$ cat config.mk
export PLATFORM = sky130hd
export DESIGN_NAME = qpp_ind_gen
export DESIGN_NICKNAME = d
export VERILOG_FILES = /design/src/rtl/qpp_ind_gen.sv
export SDC_FILE = /design/constraint.sdc
export NUM_CORES = 1
export LEC_CHECK = 0
export BUFFER_PORTS_ARGS = -buffer_cell sky130_fd_sc_hd__buf_2
export CAP_MARGIN = 15
export CORE_AREA = 4 4 88 90
export DETAILED_ROUTE_END_ITERATION = 7
export DIE_AREA = 0 0 92 94
export PLACE_DENSITY_LB_ADDON = 0.12
export SLEW_MARGIN = 25
export SYNTH_ARGS = -nofsm -noshare
export SYNTH_HDL_FRONTEND = slang
export SYNTH_SLANG_ARGS = --single-unit
$ cat constraint.sdc
create_clock -name clock -period 4.2 [get_ports clock]
set_clock_uncertainty 0.2 [all_clocks]
set_input_delay 0.84 -clock clock [delete_from_list [all_inputs] [get_ports clock]]
set_output_delay 0.84 -clock clock [all_outputs]
set_load 0.03 [all_outputs]
$ cat src/rtl/qpp_ind_gen.sv
// qpp_ind_gen: QPP interleaver address generator.
// It emits the sequential index i and pi(i) = (f1*i + f2*i^2) mod K using only modular adds.
module qpp_ind_gen #(
  parameter int W    = 14,
  parameter int K0   = 1056,
  parameter int F1_0 = 17,
  parameter int F2_0 = 66,
  parameter int K1   = 6144,
  parameter int F1_1 = 263,
  parameter int F2_1 = 480
) (
  input  logic         clock,
  input  logic         reset,
  input  logic         start,
  input  logic         k,
  input  logic         stall,
  input  logic         abort,
  output logic [W-1:0] idx_out,
  output logic [W-1:0] addr_out,
  output logic         valid,
  output logic         last,
  output logic         busy,
  output logic         done
);
  localparam logic [W-1:0] KA = W'(K0);
  localparam logic [W-1:0] KB = W'(K1);
  localparam logic [W-1:0] GA = W'((F1_0 + F2_0) % K0);
  localparam logic [W-1:0] GB = W'((F1_1 + F2_1) % K1);
  localparam logic [W-1:0] DA = W'((2 * F2_0) % K0);
  localparam logic [W-1:0] DB = W'((2 * F2_1) % K1);
  typedef enum logic [1:0] {IDLE, RUN, DONE} state_t;
  state_t state_q, state_d;
  logic m_q, m_d;
  logic [W-1:0] idx_q, idx_d, pi_q, pi_d, g_q, g_d;
  logic [W-1:0] kk, dg;
  function automatic logic [W-1:0] add_mod(input logic [W-1:0] a, input logic [W-1:0] b, input logic [W-1:0] n);
    logic [W:0] s;
    s = {1'b0, a} + {1'b0, b};
    return (s >= {1'b0, n}) ? W'(s - {1'b0, n}) : s[W-1:0];
  endfunction
  assign kk       = m_q ? KB : KA;
  assign dg       = m_q ? DB : DA;
  assign idx_out  = idx_q;
  assign addr_out = pi_q;
  assign valid    = (state_q == RUN) && !stall;
  assign last     = valid && (idx_q == kk - 1'b1);
  assign done     = (state_q == DONE);
  assign busy     = (state_q != IDLE);
  always_comb begin
    state_d = state_q;
    m_d     = m_q;
    idx_d   = idx_q;
    pi_d    = pi_q;
    g_d     = g_q;
    if (state_q == IDLE) begin
      if (start) begin
        state_d = RUN;
        m_d     = k;
        idx_d   = '0;
        pi_d    = '0;
        g_d     = k ? GB : GA;
      end
    end else if (abort) begin
      state_d = IDLE;
      idx_d   = '0;
      pi_d    = '0;
      g_d     = '0;
    end else if (state_q == DONE) begin
      state_d = IDLE;
    end else if (!stall) begin
      if (idx_q == kk - 1'b1) state_d = DONE;
      else begin
        idx_d = idx_q + 1'b1;
        pi_d  = add_mod(pi_q, g_q, kk);
        g_d   = add_mod(g_q, dg, kk);
      end
    end
  end
  always_ff @(posedge clock or negedge reset) begin
    if (!reset) begin
      state_q <= IDLE;
      m_q     <= 1'b0;
      idx_q   <= '0;
      pi_q    <= '0;
      g_q     <= '0;
    end else begin
      state_q <= state_d;
      m_q     <= m_d;
      idx_q   <= idx_d;
      pi_q    <= pi_d;
      g_q     <= g_d;
    end
  end
endmodule

After elaboration in Yosys (flattened, before gate mapping) --
Cells that the tools add are included. Widths: inputs -> output; s select.
Word-level totals: memory bits (read-only) 0, bits in writable memories 0, memories kept 0, flip-flop bits (word level) 45, bits in latches 0, input port bits 6, word-level logic and storage cells 58, output and inout port bits 32
Cells by class: multiply operators 0, div/mod/pow operators 0, add/subtract/negate cells 6, muxes and demuxes 28, $lt $le $gt $ge 2, shift-type cells 0, equality and inequality tests 8, reduce and logical (&&, ||, !) cells 9, bitwise operators 0
Operators by type and width (number):
- $mux 14 | 19
- $ge 15x13->1 | 2
- $sub 14x13->14 | 2
- $mux 10 | 2
- $add 14x10->15 | 1
- $add 14x14->15 | 1
- $add 14x1->14 const B | 1
- $eq 14x14->1 | 1
- $sub 13x1->14 const B | 1
- $mux 13 | 1
- $mux 2 | 6
- $ne 4x1->1 const B | 1
- $reduce_and 4->1 | 1
- $reduce_bool 4->1 | 1
- $ne 3x1->1 const B | 1
- $ne 3x2->1 const B | 1
- $ne 3x3->1 const B | 1
- $reduce_and 3->1 | 1
- $eq 2x1->1 const B | 1
- $eq 2x2->1 const B | 1
- $logic_and 1x1->1 | 2
- $logic_not 2->1 | 1
- $ne 2x2->1 const B | 1
- $reduce_and 2->1 | 1
- 2 further kinds | 2

Logic depth before layout (Yosys ltp) --
depth after elaboration 9, mapped depth 17, mapped depth without buffers 16

Least setup slack after synthesis --
No wires, ideal clock.
kind reg2reg, start register pi_q[0] (netlist: addr_out[0]), end register pi_q[6] (netlist: addr_out[6]), buffers on the path 1, arrival time 4.018 ns, stages on the path, launching flop included 18, setup time 0.121 ns, period minus slack after synthesis 4.339 ns, required time 3.879 ns, slack -0.139 ns, cell sequence dfrtp_1 ha_1 inv_1 fa_1 nor2b_4 o2111a_1 or4b_4 a31oi_1 o21bai_1 xnor2_1 ha_1 a21o_1 a211o_1 a311o_1 a211oi_4 buf_6 mux2i_1 a22o_1
Between the ends: word-level cells in the longest chain between the ends 8, elaborated cells on any way between the ends 9, classes of those cells 2 x add/sub; 1 x order compare; 6 x mux
Ends and longest elaborated chain:
- start: declaration | RTL line 34 | logic [W-1:0] idx_q, idx_d, pi_q, pi_d, g_q, g_d;
- start signal: assignment | RTL line 90 | pi_q <= pi_d;
- $add 14x14->15 (*) | RTL line 38 | s = {1'b0, a} + {1'b0, b};
- $sub 14x13->14 / $ge 15x13->1 (equally long branches) | RTL line 39 | return (s >= {1'b0, n}) ? W'(s - {1'b0, n}) : s[W-1:0];
- $mux 14 (*) | RTL line 39
- $mux 14 (*) | RTL line 71 | if (idx_q == kk - 1'b1) state_d = DONE;
- $mux 14 (*) | RTL line 70 | end else if (!stall) begin
- $mux 14 (*) | RTL line 68 | end else if (state_q == DONE) begin
- $mux 14 (*) | RTL line 63 | end else if (abort) begin
- $mux 14 (*) | RTL line 55 | if (state_q == IDLE) begin
Every way passes the cells marked *; elsewhere a longest branch is shown, timed or not. The select of a mux whose other input is x is not followed. A chain may end at the register's enable or synchronous reset.

Final worst setup path --
start register pi_q[0] (netlist: addr_out[0]), end register pi_q[5] (netlist: addr_out[5])
The elaborated chain is that of the path after synthesis.

==> results.md <==
- The run finished with clean final reports.
- The via count of the first global-routing pass is 3425.
- The detailed-route vias per instance is 6.04.
- The static leakage is 2.05 nW.
- The CTS tree is done.
- For the worst-skew pair, the clock arrives at the later sink with an insertion delay of 300 ps.
- Global routing finished with a remaining overflow of 0.
- The final non-filler cell total is 573.
- The power dissipated by switching net loads is 0.853 mW.
- The area added between synthesis and finish is 17.0%.
- The routed wire length is 9880 µm.
- STA puts the critical path data arrival time at 4200 ps.
- The count of flip-flops with a built-in enable after synthesis is 0.
- The DRC violation count after routing is 0.
- The worst supply voltage drop on vdd is 0.000163 V.
- The hold violation count in the final report is 0.
- Across the run, the number of max-cap violations was 0.
- The internal portion of the total power is 1.13 mW.
- Among all flip-flop cells after synthesis, the most frequent one is sky130_fd_sc_hd__dfrtp_1.
- The max-slew violation total from the final report is 0.
- The maximum number of buffers from clock root to sink is 2.
- The number of buffers and inverters on the critical path is 2.
- After detailed placement, the total cell area comes to 4110 µm².
- Power comes to 1.98 mW.
- The path category of the worst min-delay check is input pin to async pin.
- After detailed routing, the average wire length per cell comes to 17.2 µm.
- The cell count after placement is 559.
- The ratio of total power to cell area is 458 nW/µm².
- The violation count after the first detailed-routing iteration is 110.
- Setup violations remaining at the end of the flow were counted as 0.
- The post-cts hold buffer count is 0.
- A synthesized cell averages 8.84 µm².
- Of all nets on the critical path, the largest fanout is 5.
- Setup total negative slack on the finished layout was measured at 0 ps.
- The deepest level of the CTS H-tree is 2.
- STA puts the critical path data required time at 4200 ps.
- The time the final worst path needs with I/O delays and setup is 4190 ps.
- The largest individual stage delay along the critical path comes from the cell sky130_fd_sc_hd__or4b_4.
- The number of vias after detailed routing is 3462.
- In this run the horizontal extent of the chip is 92 µm.
- The number of standard-cell rows in the floorplan is 31.
- The filler cells instantiated in the layout total 644.
- The part of the total power dissipated in the clock network is 0.180.
- The multi-input gate area in the final layout is 2530 µm².
- The nature of the critical path endpoint is a flip-flop.
- The initial core utilization is 0.524.
- The maximum clock frequency is 238 MHz.
- The relative contribution of sequential cells to total power is 0.265.
- The post-synthesis instance area is 3700 µm².
- The proportion of total power due to net switching is 0.431.
- The worst setup path is of the flip-flop to flip-flop kind.
- Synthesis inferred 44 register bits.
- The global-route total usage across every layer is 0.235.
- For this run, the slowest stage of the critical path takes 510 ps.
- The weighted congestion reported at the end of routability-driven placement is 0.861.
- The clock edge transition at the registers on the reported setup and hold paths is 90 ps.
- Of the total power, combinational logic draws 0.555.
- The global-route wire length before repair is 16300 µm.
- The count of buffers inserted at the top-level ports is 37.
- Walking the worst path, the cells encountered are ha_4, inv_2, fa_2, nor2b_4, o2111a_1, or4b_4, a31oi_4, o21bai_1, xnor2_1, ha_1, a21o_1, a211o_1, a311o_1, a211oi_4, buf_6, mux2i_1, a22o_1.
- The count of clock tree sinks is 44.
- 38 I/O pins were placed.
- The net count of the finished layout is 510.
- The die is 94 µm tall.
- The number of nets in the synthesized netlist is 455.
- The count of inserted antenna diode cells is 0.
- The summed area of non-filler cells in the final layout is 4320 µm².
- The overall die area is 8650 µm².
- In this run, distinct cell masters in the synthesized netlist total 70.
- Summed over all nets, the half-perimeter wirelength after detailed placement is 7490 µm.
- Setup repair after global routing could not meet its margin everywhere.
- The remaining number of nets flagged by the antenna check after routing is 0.
- Entering global routing, the biggest net connects 27 pins.
- The kind of cell adding the most delay to the critical path is compound AO/OA/AOI/OAI gates.
- The number of buffers created by CTS is 5.
- For this run, the register share of the synthesized area comes to 0.298.
- The number of iterations in the first detailed-routing pass is 5.
- The category of the worst setup path launch point is a flip-flop.
- In this run the tightest slew margin relative to its limit is 0.530.
- The placeable core area is 7060 µm².
- Counting every instance in the synthesized netlist gives 418.
- The footprint of the flip-flops and latches is 1110 µm².
- The number of antenna violations at the first check in global routing is 0.
- The cell at the root of the clock tree is sky130_fd_sc_hd__clkbuf_8.
- The fraction of synthesis flops using an asynchronous set or reset pin is 1.00.
- For this run, the number of Yosys warnings is 0.
- The ratio of cells with drive above 1 in the final layout is 0.213.
- The slew at the pin closest to its max-slew limit is 703 ps.
- Dividing the final minimum period by the clock period gives 0.999.
cells in the mapped netlist, drive strengths merged (9+ instances only):
cell / n / share of area
xor2: 21 / 0.050
inv: 14 / 0.014
nand3: 11 / 0.015
nor2: 37 / 0.040
nand2: 41 / 0.042
and3: 9 / 0.015
nand4: 9 / 0.015
clkbuf: 10 / 0.010
o21ai: 20 / 0.028
o21a: 9 / 0.018
dfrtp: 44 / 0.30
ha: 30 / 0.10
o31ai: 9 / 0.023
xnor2: 14 / 0.035
a21oi: 18 / 0.026
a32oi: 9 / 0.021
sequential cells by signal, summed over array words and instances, names as in the netlist:
name and count:
state_q 2, idx_out 14, addr_out 14, m_q 1, g_q 13
cell type report:
type / count / area share
multi-input combinational: 347 / 0.585
clock buffer: 6 / 0.0191
sequential: 44 / 0.256
timing repair buffer: 61 / 0.0900
inverter: 14 / 0.0122
tap: 99 / 0.0286
clock inverter: 2 / 0.00897
power groups by stage:
| stage | logic [mW] | registers [mW] | clock network, mW |
|---|---|---|---|
| floorplan | 0.771 | 0.542 | 0 |
| global placement | 1.04 | 0.532 | 0 |
| detailed placement | 1.05 | 0.532 | 0 |
| CTS | 1.06 | 0.524 | 0.359 |
| global route | 1.21 | 0.531 | 0.377 |
| finish | 1.10 | 0.525 | 0.358 |
layer usage:
metal	GRT usage	part of all wire	up-vias
met5	0	0	-
met1	0.280	0.44	1688
met4	0.0928	0.030	0
met2	0.427	0.50	76
li1	-	-	1678
met3	0.0329	0.035	20
final timing paths:
| kind | slack, ps | depth (start not counted) | endpoint | start |
|---|---|---|---|---|
| max | 6 | 17 | addr_out[5] | addr_out[0] |
| min | 280 | 1 | addr_out[13] | reset |
| max reg2reg | 6 | 17 | addr_out[5] | addr_out[0] |
| min reg2reg | 320 | 2 | addr_out[4] | addr_out[4] |
| max in group asynchronous | 2990 | 2 | addr_out[2] | reset |
| min in group clock | 320 | 2 | addr_out[4] | addr_out[4] |
what timing repair did:
item,CTS,global route
gates resized for setup,1,10
buffers inserted,0,6
setup endpoints to repair,3,16
pin swaps,1,5
endpoints found under the hold margin,0,0
placed cells by master, fill, tap and decap left out, drive strengths merged, types with 4 or more instances in the layout:
cell	count
a211o	5
a21o	5
a21oi	18
a22o	7
a31oi	7
a32oi	9
and3	9
buf	61
clkbuf	6
dfrtp	44
ha	30
inv	14
mux2i	7
nand2	41
nand2b	4
nand3	11
nand4	9
nor2	37
nor2b	6
nor3	8
nor4	8
o211ai	5
o21a	9
o21ai	20
o31ai	9
or3	6
xnor2	14
xor2	21
metrics by stage:
stage / utilization / worst slack (ps) / hold slack [ps]
floorplan: - / 29.6 / 304
global placement: 0.579 / 120 / 302
detailed placement: 0.582 / -17.0 / 304
CTS: 0.600 / 7.79 / 287
global route: 0.613 / -185 / 301
finish: 0.613 / 5.99 / 275
logic make-up after synthesis:
logic type               after synthesis  share of synthesized area
buffers and inverters                 27                     0.0318
AO/OA/AOI/OAI                        116                      0.234
adder cells (fa/ha/maj)               31                      0.107
flip-flops                            44                      0.298
XOR/XNOR                              35                     0.0850
AND/OR/NAND/NOR                      156                      0.220
multiplexers                           9                     0.0251
(Power assumes the default switching activity.)
